## src/rtl/ps2_pkg.sv

```systemverilog
// Shared scan-code constants, direction and parser-state types for the
// PS/2 arrow-key tracker.
package ps2_pkg;

  localparam logic [7:0] SC_EXT   = 8'hE0;
  localparam logic [7:0] SC_BRK   = 8'hF0;
  localparam logic [7:0] SC_LEFT  = 8'h6B;
  localparam logic [7:0] SC_RIGHT = 8'h74;
  localparam logic [7:0] SC_UP    = 8'h75;
  localparam logic [7:0] SC_DOWN  = 8'h72;

  typedef enum logic [1:0] {
    UP    = 2'd0,
    DOWN  = 2'd1,
    LEFT  = 2'd2,
    RIGHT = 2'd3
  } dir_t;

  typedef enum logic [1:0] {
    IDLE    = 2'd0,
    EXT     = 2'd1,
    BRK     = 2'd2,
    EXT_BRK = 2'd3
  } parse_state_t;

  // Extended and plain codes share values, so keypad 4/6/8/2 alias the arrows.
  function automatic logic is_arrow(input logic [7:0] code);
    return (code == SC_LEFT) || (code == SC_RIGHT) ||
           (code == SC_UP)   || (code == SC_DOWN);
  endfunction

  function automatic dir_t arrow_dir(input logic [7:0] code);
    case (code)
      SC_UP:   return UP;
      SC_DOWN: return DOWN;
      SC_LEFT: return LEFT;
      default: return RIGHT;
    endcase
  endfunction

  // Bit position of each key inside key_held = {left, right, up, down}.
  function automatic logic [3:0] key_mask(input dir_t d);
    case (d)
      UP:      return 4'b0010;
      DOWN:    return 4'b0001;
      LEFT:    return 4'b1000;
      default: return 4'b0100;
    endcase
  endfunction

endpackage

```

## src/rtl/ps2_arrow_tracker_if.sv

```systemverilog
// Byte-stream input and arrow-state outputs of the PS/2 arrow tracker.
interface ps2_arrow_tracker_if;
  import ps2_pkg::*;

  logic [7:0] received_data;
  logic       received_data_en;
  logic [3:0] key_held;
  logic       dir_valid;
  dir_t       dir;
  logic       move_pulse;
  logic       seq_err;

  // Byte source / consumer of the movement outputs.
  modport master (
    output received_data, received_data_en,
    input  key_held, dir_valid, dir, move_pulse, seq_err
  );

  // The tracker itself.
  modport slave (
    input  received_data, received_data_en,
    output key_held, dir_valid, dir, move_pulse, seq_err
  );

endinterface

```

## src/rtl/ps2_repeat_timer.sv

```systemverilog
// Typematic schedule: after a restart, tick once INIT_DELAY cycles later,
// then every REPEAT_PERIOD cycles while active stays high.
module ps2_repeat_timer #(
  parameter int INIT_DELAY    = 25_000_000,
  parameter int REPEAT_PERIOD = 5_000_000
) (
  input  logic CLOCK_50,
  input  logic resetn,
  input  logic restart,
  input  logic active,
  output logic tick
);
  localparam int MAX_DLY = (INIT_DELAY > REPEAT_PERIOD) ? INIT_DELAY : REPEAT_PERIOD;
  localparam int CNT_W   = $clog2(MAX_DLY + 1);
  localparam logic [CNT_W-1:0] INIT_LAST = CNT_W'(INIT_DELAY - 1);
  localparam logic [CNT_W-1:0] REP_LAST  = CNT_W'(REPEAT_PERIOD - 1);
  localparam logic [CNT_W-1:0] CNT_MAX   = {CNT_W{1'b1}};

  logic [CNT_W-1:0] cnt_q, cnt_d;
  logic             rep_q, rep_d;

  // Count toward the current phase limit; saturate instead of wrapping.
  always_comb begin
    // NOTE: every output of a combinational block gets a default first so no latch is inferred.
    cnt_d = cnt_q;
    rep_d = rep_q;
    tick  = 1'b0;
    if (restart || !active) begin
      cnt_d = '0;
      rep_d = 1'b0;
    end else if (cnt_q == (rep_q ? REP_LAST : INIT_LAST)) begin
      tick  = 1'b1;
      cnt_d = '0;
      rep_d = 1'b1;
    end else if (cnt_q != CNT_MAX) begin
      cnt_d = cnt_q + 1'b1;
    end
  end

  // Counter and phase registers.
  always_ff @(posedge CLOCK_50 or negedge resetn) begin
    if (!resetn) begin
      cnt_q <= '0;
      rep_q <= 1'b0;
    end else begin
      cnt_q <= cnt_d;
      rep_q <= rep_d;
    end
  end

endmodule

```

## src/rtl/ps2_arrow_tracker.sv

```systemverilog
// PS/2 arrow-key tracker: parses make/break/E0 byte sequences into held-key
// state, a last-pressed direction and movement strobes.
// Define PS2_TYPEMATIC_EN to add repeat pulses while a direction is held.
module ps2_arrow_tracker
  import ps2_pkg::*;
#(
  parameter int INIT_DELAY     = 25_000_000,
  parameter int REPEAT_PERIOD  = 5_000_000,
  parameter int PREFIX_TIMEOUT = 500_000
) (
  input logic                CLOCK_50,
  input logic                resetn,
  ps2_arrow_tracker_if.slave bus
);
  localparam int PTO_W = $clog2(PREFIX_TIMEOUT + 1);
  localparam logic [PTO_W-1:0] PTO_LAST = PTO_W'(PREFIX_TIMEOUT - 1);

  parse_state_t     state_q, state_d;
  logic [PTO_W-1:0] pto_q, pto_d;
  logic [3:0]       key_q, key_d;
  dir_t             dir_q, dir_d;
  logic             dir_valid_q, dir_valid_d;
  logic             move_pulse_q, move_pulse_d;
  logic             seq_err_q, seq_err_d;
  logic             is_make, is_break, new_dir;
  logic             rpt_restart, rpt_tick;
  logic [7:0]       code;
  dir_t             hit_dir;
  logic [3:0]       hit_mask;

  assign code     = bus.received_data;
  assign hit_dir  = arrow_dir(code);
  assign hit_mask = key_mask(hit_dir);

  // Parser next state, make/break classification and prefix timeout.
  // A strobe always takes precedence over an expiring prefix.
  always_comb begin
    state_d   = state_q;
    is_make   = 1'b0;
    is_break  = 1'b0;
    seq_err_d = 1'b0;
    if (bus.received_data_en) begin
      unique case (state_q)
        IDLE: begin
          if (code == SC_EXT)      state_d = EXT;
          else if (code == SC_BRK) state_d = BRK;
          else                     is_make = 1'b1;
        end
        EXT: begin
          if (code == SC_BRK)      state_d = EXT_BRK;
          else if (code != SC_EXT) begin
            is_make = 1'b1;
            state_d = IDLE;
          end
        end
        BRK: begin
          if (code != SC_BRK) begin
            is_break = 1'b1;
            state_d  = IDLE;
          end
        end
        EXT_BRK: begin
          is_break = 1'b1;
          state_d  = IDLE;
        end
        default: state_d = IDLE;
      endcase
    end else if (state_q != IDLE && pto_q == PTO_LAST) begin
      seq_err_d = 1'b1;
      state_d   = IDLE;
    end
    pto_d = (bus.received_data_en || state_q == IDLE || seq_err_d) ? '0 : pto_q + 1'b1;
  end

  // Held-key bookkeeping, last-pressed direction and fallback on release.
  always_comb begin
    key_d = key_q;
    dir_d = dir_q;
    if (is_arrow(code)) begin
      if (is_make && (key_q & hit_mask) == 4'b0000) begin
        key_d = key_q | hit_mask;
        dir_d = hit_dir;
      end else if (is_break) begin
        key_d = key_q & ~hit_mask;
        if (dir_q == hit_dir) begin
          if (key_d[1])      dir_d = UP;
          else if (key_d[0]) dir_d = DOWN;
          else if (key_d[3]) dir_d = LEFT;
          else if (key_d[2]) dir_d = RIGHT;
        end
      end
    end
    dir_valid_d  = |key_d;
    new_dir      = dir_valid_d && (!dir_valid_q || dir_d != dir_q);
    rpt_restart  = new_dir || (dir_valid_q && !dir_valid_d);
    move_pulse_d = new_dir || rpt_tick;
  end

`ifdef PS2_TYPEMATIC_EN
  ps2_repeat_timer #(
    .INIT_DELAY    (INIT_DELAY),
    .REPEAT_PERIOD (REPEAT_PERIOD)
  ) u_repeat_timer (
    .CLOCK_50 (CLOCK_50),
    .resetn   (resetn),
    .restart  (rpt_restart),
    .active   (dir_valid_q),
    .tick     (rpt_tick)
  );
`else
  // Without typematic repeat only the initial pulse per change exists.
  logic unused_cfg;
  assign rpt_tick   = 1'b0;
  assign unused_cfg = ^{INIT_DELAY, REPEAT_PERIOD, rpt_restart};
`endif

  // All state and outputs registered; reset discards any partial prefix.
  always_ff @(posedge CLOCK_50 or negedge resetn) begin
    if (!resetn) begin
      state_q      <= IDLE;
      pto_q        <= '0;
      key_q        <= 4'b0000;
      dir_q        <= UP;
      dir_valid_q  <= 1'b0;
      move_pulse_q <= 1'b0;
      seq_err_q    <= 1'b0;
    end else begin
      // NOTE: non-blocking assignments keep every register sampling pre-edge values.
      state_q      <= state_d;
      pto_q        <= pto_d;
      key_q        <= key_d;
      dir_q        <= dir_d;
      dir_valid_q  <= dir_valid_d;
      move_pulse_q <= move_pulse_d;
      seq_err_q    <= seq_err_d;
    end
  end

  assign bus.key_held   = key_q;
  assign bus.dir        = dir_q;
  assign bus.dir_valid  = dir_valid_q;
  assign bus.move_pulse = move_pulse_q;
  assign bus.seq_err    = seq_err_q;

endmodule

```

## src/flat_wrapper.sv

```systemverilog
// flat-port wrapper written by rule: the top's interface ports become plain ports
module ps2_arrow_tracker_flat import ps2_pkg::*;
#(
  parameter int INIT_DELAY     = 25_000_000,
  parameter int REPEAT_PERIOD  = 5_000_000,
  parameter int PREFIX_TIMEOUT = 500_000
)
  (CLOCK_50, resetn, bus_received_data, bus_received_data_en, bus_key_held, bus_dir_valid, bus_dir, bus_move_pulse, bus_seq_err);
  ps2_arrow_tracker_if bus_i ();
  input logic CLOCK_50;
  input logic resetn;
  input wire logic [$bits(bus_i.received_data)-1:0] bus_received_data;
  input wire logic [$bits(bus_i.received_data_en)-1:0] bus_received_data_en;
  output wire logic [$bits(bus_i.key_held)-1:0] bus_key_held;
  output wire logic [$bits(bus_i.dir_valid)-1:0] bus_dir_valid;
  output wire logic [$bits(bus_i.dir)-1:0] bus_dir;
  output wire logic [$bits(bus_i.move_pulse)-1:0] bus_move_pulse;
  output wire logic [$bits(bus_i.seq_err)-1:0] bus_seq_err;
  assign bus_i.received_data = bus_received_data;
  assign bus_i.received_data_en = bus_received_data_en;
  assign bus_key_held = bus_i.key_held;
  assign bus_dir_valid = bus_i.dir_valid;
  assign bus_dir = bus_i.dir;
  assign bus_move_pulse = bus_i.move_pulse;
  assign bus_seq_err = bus_i.seq_err;
  ps2_arrow_tracker #(.INIT_DELAY(INIT_DELAY), .REPEAT_PERIOD(REPEAT_PERIOD), .PREFIX_TIMEOUT(PREFIX_TIMEOUT)) u_core (.CLOCK_50(CLOCK_50), .resetn(resetn), .bus(bus_i));
endmodule
```

## config.mk

```make
export PLATFORM = sky130hd
export DESIGN_NAME = ps2_arrow_tracker_flat
export DESIGN_NICKNAME = d
export VERILOG_FILES = /design/src/rtl/ps2_pkg.sv /design/src/rtl/ps2_arrow_tracker_if.sv /design/src/rtl/ps2_repeat_timer.sv /design/src/rtl/ps2_arrow_tracker.sv /design/src/flat_wrapper.sv
export SDC_FILE = /design/constraint.sdc
export NUM_CORES = 1
export LEC_CHECK = 0
export ABC_AREA = 1
export BUFFER_PORTS_ARGS = -buffer_cell sky130_fd_sc_hd__buf_2
export CORE_ASPECT_RATIO = 1.1
export CORE_UTILIZATION = 58
export DETAILED_ROUTE_END_ITERATION = 6
export MAX_ROUTING_LAYER = met4
export PLACE_DENSITY = 0.79
export SLEW_MARGIN = 20
export SYNTH_ARGS = -nofsm -noshare
export SYNTH_HDL_FRONTEND = slang
export SYNTH_SLANG_ARGS = --single-unit
export TNS_END_PERCENT = 50
```

## constraint.sdc

```tcl
create_clock -name CLOCK_50 -period 2.55 [get_ports CLOCK_50]
set_clock_uncertainty 0.1 [all_clocks]
set_input_delay 0.1275 -clock CLOCK_50 [delete_from_list [all_inputs] [get_ports CLOCK_50]]
set_output_delay 0.1275 -clock CLOCK_50 [all_outputs]
set_load 0.02 [all_outputs]
```

==> results of run 1 <==
[area by class of cell]
| class | instances | area (um^2) |
|---|---|---|
| Fill cell | 278 | 992 |
| Multi-Input combinational cell | 185 | 941 |
| Sequential cell | 30 | 751 |
| Inverter | 41 | 154 |
| Timing Repair Buffer | 22 | 123 |
| Clock buffer | 7 | 45.0 |
| Tap cell | 34 | 42.5 |
[worst min-delay path by stage]
stage	from	end	slack (ps)	depth (start not counted)
after floorplan	resetn	u_core.bus.dir[0]	-270	0
after global placement	resetn	u_core.pto_q[6]	80	1
after detailed placement	resetn	u_core.pto_q[6]	80	1
after CTS	bus_received_data[1]	u_core.bus.key_held[2]	130	4
after global routing	bus_received_data[1]	u_core.bus.key_held[2]	200	4
final	bus_received_data[1]	u_core.bus.key_held[2]	130	4
[state kept, by name (all words and copies together), names as in the netlist]
register	count
u_core.state_q	2
u_core.bus.move_pulse	1
u_core.bus.dir_valid	1
u_core.bus.dir	2
u_core.bus.seq_err	1
u_core.pto_q	19
u_core.bus.key_held	4
[critical path, cell delays in order, from the launching register on]
cell	delay (ps)
dfrtp_1	390
ha_1	210
nand2_1	60
nor2_1	110
inv_1	70
nor2_1	150
nand4_1	140
nand2_1	110
nor2_1	40
buf_4	150
inv_1	300
nor2_1	80
o21a_1	120
[report_power, final]
part	internal, uW	switching (uW)
Clock	104	137
Sequential	524	35.6
Combinational	130	261
[timing repair]
item | in CTS | in global routing
resized for setup | 0 | 0
hold endpoints to repair | 31 | 0
endpoints found under the setup margin | 0 | 0
buffers inserted | 0 | 0
hold buffers | 2 | 0
[per-stage QoR]
step / cell area, um^2 / setup WS (ps)
3_5_place_dp: 1990 / 427
2_1_floorplan: 1850 / 735
5_1_grt: 2060 / 194
4_1_cts: 2060 / 408
6_report: 2060 / 404
3_3_place_gp: 1990 / 543
[synthesized netlist by cell type (2+ instances only)]
master and n:
inv_2 3, a31oi_1 2, dfrtp_1 30, o21ai_0 10, nand3_1 19, a21oi_1 6
o21a_1 2, nor2_1 39, xor2_1 5, o21ai_1 4, nand2_2 4, inv_1 35
nor2_2 4, nand2_1 61, nand2_4 2, nor3_1 7, clkinv_1 3, nand4_1 4
[cell families after synthesis]
kind of cell    after synthesis  share of synthesized area
simple gates                147                      0.369
fa+ha+maj                     1                    0.00676
buf+inv                      42                     0.0859
compound gates               32                      0.109
xor+xnor                      5                     0.0237
flops                        30                      0.406
[layer usage]
| metal | GRT usage | up-vias |
|---|---|---|
| met3 | 0.0525 | 5 |
| met2 | 0.417 | 26 |
| met1 | 0.241 | 730 |
| li1 | - | 877 |
| met5 | - | - |
| met4 | 0.0767 | 0 |
==> metrics, run 1 <==
Synth area leaders dfrtp_1 (41%), nand2_1 (12%), nor2_1 (7.9%), inv_1 (7.1%), nand3_1 (5.1%); Gate Count Post-Synth 257; DP HPWL 2690 um; clock latency on the worst-skew pair slightly above 300 ps; Tot Pwr ~1200 uW; CP endpoint u_core.pto_q[11]; net count reported at finish 297; row cnt 21; root buf cell clkbuf_4; die footprint 3420 um^2; worst vdd ir 0.414 mV; Synth Flop Type dfrtp_1; worst-path fanout max 13; Crit Reg-Reg Startpoint u_core.pto_q[0]; Syn Area/Cell 7.20 um^2; Fin. Hold Viols 0; PD cells 580 nW/um^2; CP Data Required Time about 2700 ps; total CTS buffers 5; share of layout cells above drive strength 1 0.154; Starting Density 0.607; Max Root-Sink Buffers 2; I/O pin count 20; Clock Sinks 30; P_leak roughly 0.0011 uW; wire per inst 10.7 um; Layout area overhead 11.1%; Distinct cells, synth 35; H-tree depth 2; core region area between 3000 and 4000 um^2; Slew Limit Fails 0; Synth Register Bits 30; RSZ-0062 raised after global routing no; Starting DRT DRC Count 64; Final Cycle Share 0.842; vias 1638; Startpoint Class flop; Clock transition at path regs 80 ps; status complete, no violations; met2 routed WL 1700 um; commonest non-fill, non-tap cell in the layout nand2_1; cells on worst reg2reg path 12; grt ovf 0; initial antenna violation count 0; dpl cells 310; slew margin rel. 0.582; fraction of registers with async set/reset 1.00; Via-to-Cell Ratio 5.13; largest net degree at the start of global routing 31; Pre-antenna DRT Iters 6; sequential share of the synthesized area 0.406; diode count 0; setup TNS 0 ps; Critical Path Source u_core.pto_q[0]; Arr. time, crit path 2250 ps; fmax approximately 0.47 GHz; DRC 0; crit path kind reg -> reg; warnings from Yosys 0; Worst R2R End u_core.pto_q[11]; Fin Hold WS 132 ps; endpoint class of the critical path flop; first-pass GRT wire length 5700 um; vias in the first global route 1383; Max-Cap Viols 0; setup violators final 0; routability cong. approximately 0.9; DR WL met3 134 um; Post-synth EDFFs 0; Mapped Area 1850 um^2; Synth area leader dfrtp_1; most frequent cells in the layout nand2_1 (61), nor2_1 (39), inv_1 (35); GRT Total Usage 0.224; post-layout util 0.674; Chip Height 61.2 um; WL met1 1540 um; TritonCTS clock tree done; routed wire length around 3400 um; Syn Nets about 270; area share of the largest cell type after synthesis 0.406; Period minus WS final ~2100 ps; worst-margin pin slew 627 ps; number of I/O port buffers 19; Routed Antenna Nets 0; Hold Path Class in -> reg; Die Width 55.9 um; Max Used Layer met4; register-to-register setup slack slightly above 400 ps; Final Non-Filler Cells between 300 and 400
(Power assumes the default switching activity.)
==> run 2: changes to the inputs <==
- ABC_AREA: 1 -> 0
- CORE_UTILIZATION: 58 -> 52
- PLACE_DENSITY: 0.79 -> 0.75
- clock period: 2.55 -> 1.91 ns (I/O delays scaled with it)
==> run 2 against run 1 <==
Effect of this change:
- the flow now finishes with violations (negative setup slack)
- via count grew 10%
- sequential power is 18% higher
- count of clock-buffer cells in the layout did not move
- setup slack worse by 530 ps
- first-iteration DRC count increased by 25%
- design area up 24%
- critical path type unchanged
- largest cell class unchanged
==> metrics, run 2 <==
Critical Path Source u_core.bus.dir[1]; most frequent cell on the critical path a21oi_2; total CTS buffers 5; cells on worst reg2reg path 7; first-pass GRT wire length between 7000 and 8000 um; TritonCTS clock tree done; CP Data Required Time 2070 ps; number of I/O port buffers 19; Syn Nets 215; CP endpoint u_core.bus.move_pulse; PD cells 516 nW/um^2; Period minus WS final 2040 ps; Critical-path top delay cell dfrtp_2; Startpoint Class flop; worst-margin pin slew 644 ps; Synth Flop Type dfrtp_1; Post-synth EDFFs 0; Starting DRT DRC Count 80; fmax 0.491 GHz; status finished, violations left; area share of the largest cell type after synthesis 0.404; wire per inst approximately 14 um; most numerous cell in the Yosys netlist nor2_1; Design Area, Final between 2000 and 3000 um^2; root buf cell clkbuf_4; GR Layer Usage met2 0.464; Arr. time, crit path 2200 ps; register-to-register setup slack -130 ps; RSZ-0062 raised after global routing yes; crit path kind reg -> reg; slew margin rel. 0.571; Hold Path Class in -> reg; GRT Total Usage 0.282; Synth area leaders dfrtp_1 (40%), nor2_1 (6.3%), xor2_1 (5.2%), nand2_1 (3.2%), xnor2_1 (2.8%); setup violators final 2; Clock transition at path regs 90 ps; buffers and inverters on the worst path 0; Final Cycle Share 1.07; Chip Height 64.7 um; net count reported at finish 287; global routing's busiest layer met2; worst vdd ir ~0.46 mV; core region area 3390 um^2; most frequent cells in the layout buf_4 (45), nor2_1 (31), dfrtp_1 (29); row cnt 22; Pre-antenna DRT Iters 4; routed wire length 4620 um; sequential share of the synthesized area 0.404; Die Width 59.0 um; routability cong. about 0.9; GRT met3 Usage 0.0619; Synth Register Bits 30; PnR worst setup slack -128 ps; Max Root-Sink Buffers 2; largest net degree at the start of global routing 31; H-tree depth 2; P_leak 0.00107 uW; diode count 0; Levels on crit path 7; Post-synth top cells nor2_1 (31), dfrtp_1 (30), nand2_1 (16); max FFs per register 19; Gate Count Post-Synth 203; vias 1808; grt met1 use 0.313; violations in the final reports negative setup slack; Critical Path Max Stage Delay 410 ps; die footprint 3820 um^2; Fin. Hold Viols 0; Layout area overhead 36.8%; DRC 0; Slew Limit Fails 0; clock latency on the worst-skew pair 330 ps; DP HPWL 3490 um; initial antenna violation count 0; CP cell instances or3b_1 > o22ai_2 > a21oi_2 > a2111oi_4 > a21oi_2 > o311a_1 > o211ai_2; endpoint class of the critical path flop; crit-path leading delay family compound AO/OA/AOI/OAI gates; commonest non-fill, non-tap cell in the layout buf_4; Crit Reg-Reg Startpoint u_core.bus.dir[1]; Synth area leader dfrtp_1; Via-to-Cell Ratio about 5.6; Routed Antenna Nets 0; worst slack, placed -219 ps; worst-path fanout max 3; vias in the first global route 1803; warnings from Yosys 0; Distinct cells, synth 49; Mapped Area between 1500 and 2000 um^2; grt ovf 0; fraction of registers with async set/reset 1.00; I/O pin count 20; Max-Cap Viols 0; Syn Area/Cell around 9 um^2; placed inst area 2380 um^2; share of layout cells above drive strength 1 0.348; Worst R2R End u_core.bus.move_pulse; Starting Density 0.549; Largest Register u_core.pto_q; Clock Sinks 30
[run 2: power breakdown]
group	internal, uW	switching (uW)
registers	649	12.3
clock network	178	200
logic	122	150
[run 2: worst min path at each step]
stage / from / end / cells past startpoint / slack (ps)
floorplan: resetn / u_core.bus.dir[0] / 0 / -300
global placement: resetn / u_core.pto_q[18] / 1 / 50
detailed placement: resetn / u_core.pto_q[18] / 1 / 50
CTS: bus_received_data[0] / u_core.state_q[1] / 4 / 9
global route: bus_received_data[0] / u_core.state_q[1] / 4 / 50
finish: bus_received_data[0] / u_core.state_q[1] / 4 / 30
[run 2: per-layer routing]
metal | vias up | part of all wire
li1 | 897 | -
met1 | 854 | 0.43
met2 | 49 | 0.52
met3 | 8 | 0.039
met4 | 0 | 0.015
met5 | - | 0
[run 2: logic make-up (layout without fill, tap and decap cells)]
family	Yosys count	after routing	share of synthesized area
mux	1	1	0.00539
flops	30	30	0.404
fa+ha+maj	1	1	0.00673
compound gates	45	45	0.189
xor+xnor	17	17	0.0801
buf+inv	11	84	0.0229
simple gates	98	98	0.292
[run 2: per-stage QoR]
stage	std cells	hold WS, ps	setup TNS, ps	util	power, uW
after floorplan	203	-300	-123	-	787
after global routing	324	52.2	-600	0.751	1380
final	324	31.5	-174	0.751	1310
after global placement	312	52.5	-319	0.704	917
after CTS	324	8.52	-218	0.737	1320
after detailed placement	312	50.9	-305	0.704	919
[run 2: timing repair]
item,CTS,global route
pin swaps,3,2
hold buffers,2,0
gates resized for setup,3,8
setup endpoints to repair,2,24
hold endpoints to repair,31,0
setup buffers,2,0
[run 2: worst register-to-register path, stage by stage, from the launching register on]
cell,delay [ps]
dfrtp_2,410
or3b_1,390
o22ai_2,190
a21oi_2,120
a2111oi_4,220
a21oi_2,90
o311a_1,310
o211ai_2,130
[run 2: final cells by class]
cell class              count  area [um^2]
flip-flops and latches     30          752
fillers                   267          845
clock buffers               7         55.1
well taps                  48         60.1
clock inverters             1         5.00
multi-input cells         162         1140
repair buffers             69          504
inverters                   7         26.3
==> run 3: changes to the inputs <==
- SKIP_LAST_GASP: default -> 1
==> run 3 against run 2 <==
Effect of this change:
- largest power group unchanged
- critical path depth unchanged
- flip-flop and latch count unchanged
- the flow still finishes with violations (negative setup slack)
- cell count unchanged
- highest routed layer unchanged
- via count up 1.1%
- clock power up 2%
- wire length up 2.0%
==> metrics, run 3 (synthesis results as in run 2) <==
Arr. time, crit path 2230 ps; Die Width 59.0 um; core region area 3390 um^2; endpoint class of the critical path flop; I/O pin count 20; Max-Cap Viols 0; worst-path fanout max 3; worst-margin pin slew 636 ps; CP cell instances or3b_1 > o22ai_2 > a21oi_2 > a2111oi_4 > a21oi_2 > o311a_1 > o211ai_2; Layout area overhead 36.0%; die footprint 3820 um^2; Slew Limit Fails 0; total CTS buffers 5; vias between 1500 and 2000; diode count 0; final-layout fill cell count between 200 and 300; Chip Height 64.7 um; PnR worst setup slack -149 ps; Startpoint Class flop; Critical-path top delay cell dfrtp_2; setup violators final 2; dpl cells 312; net count reported at finish 287; Pre-antenna DRT Iters 4; commonest non-fill, non-tap cell in the layout buf_4; most frequent cell on the critical path a21oi_2; max FFs per register 19; RSZ-0062 raised after global routing yes; Clock transition at path regs 90 ps; most frequent cells in the layout buf_4 (46), nor2_1 (31), dfrtp_1 (29); largest net degree at the start of global routing 31; Period minus WS final between 2000 and 2500 ps; TritonCTS clock tree done; Multi-input gate area 1130 um^2; first-pass GRT wire length 7730 um; Clock Sinks 30; Critical Path Max Stage Delay just over 400 ps; Fin. Hold Viols 0; row cnt 22; fmax 0.486 GHz; Tot Pwr 1310 uW; vias in the first global route around 1800; initial antenna violation count 0; Largest Register u_core.pto_q; wire per inst 14.6 um; register area 752 um^2; Max Root-Sink Buffers 2; Starting DRT DRC Count 75; grt ovf 0; CP Data Required Time approximately 2100 ps; slew margin rel. 0.576; Starting Density 0.549; PD cells ~520 nW/um^2; Routed Antenna Nets 0; root buf cell clkbuf_4; H-tree depth 2; crit-path leading delay family compound AO/OA/AOI/OAI gates; worst vdd ir between 0.4 and 0.5 mV; routed wire length 4720 um; routability cong. 0.903; GRT Total Usage 0.281; DRC 0; clock latency on the worst-skew pair roughly 340 ps; Final Cycle Share 1.08; DP HPWL 3490 um; crit path kind reg -> reg; Via-to-Cell Ratio 5.64; share of layout cells above drive strength 1 0.341; violations in the final reports negative setup slack; buffers and inverters on the worst path 0; P_leak 0.00107 uW; Final Non-Filler Cells 324; Hold Path Class in -> reg; number of I/O port buffers 19; status finished, violations left
==> run 3: cell count changes in the layout (fill, tap and decap cells not counted) <==
| cell | previous run | this run |
|---|---|---|
| buf_4 | 45 | 46 |
| buf_6 | 1 | 0 |
| nor3_1 | 1 | 2 |
| nor3_2 | 2 | 1 |
| o2bb2ai_1 | 0 | 1 |
| o2bb2ai_2 | 1 | 0 |
==> run 3: per-stage QoR <==
step / area [um^2] / setup TNS [ps] / utilization / hold WS, ps / worst slack, ps
final: 2530 / -254 / 0.746 / 22.2 / -149
after global routing: 2530 / -680 / 0.746 / 52.2 / -279
after CTS: 2480 / -290 / 0.732 / 8.52 / -161
after detailed placement: 2380 / -305 / 0.704 / 50.9 / -219
after global placement: 2380 / -319 / 0.704 / 52.5 / -216
after floorplan: 1880 / -123 / - / -300 / -123
==> run 3: metal layers <==
layer	GRT usage	vias up	wire, um
met3	0.0619	18	205
met1	0.311	854	1980
met4	0.158	0	157
li1	-	898	-
met5	-	-	0
met2	0.463	57	2370
==> run 3: repair_timing <==
item,in CTS,in global routing
hold endpoints to repair,31,0
setup endpoints to repair,2,24
setup buffers,2,0
hold buffers,2,0
resized for setup,0,8
pin swaps,2,2
==> run 3: path summary, 6_finish.rpt <==
path,from,end,slack [ps],cells past startpoint
hold reg to reg,u_core.pto_q[18],u_core.bus.seq_err,440,2
setup reg to reg,u_core.bus.dir[1],u_core.bus.move_pulse,-150,7
hold / removal,bus_received_data[0],u_core.state_q[1],20,4
min in group asynchronous,resetn,u_core.bus.key_held[3],210,2
setup / recovery,u_core.bus.dir[1],u_core.bus.move_pulse,-150,7
max in group asynchronous,resetn,u_core.bus.dir[1],1060,2
==> run 3: tightest hold or removal path, delay by kind of cell <==
family | cells | cell delay, ps
buffers and inverters | 1 | 120
AND/OR/NAND/NOR | 3 | 210
==> run 3: final cells by class <==
| cell class | instances | share of cell area |
|---|---|---|
| inverters | 7 | 0.0104 |
| clock buffers | 7 | 0.0218 |
| repair buffers | 69 | 0.198 |
| well taps | 48 | 0.0238 |
| clock inverters | 1 | 0.00198 |
| flip-flops and latches | 30 | 0.298 |
| multi-input cells | 162 | 0.446 |
==> run 3: where the power goes <==
group / leakage, uW / switching (uW) / internal, uW
clock: 0.0000353 / 207 / 178
combinational: 0.000635 / 150 / 119
sequential: 0.000402 / 12.2 / 649
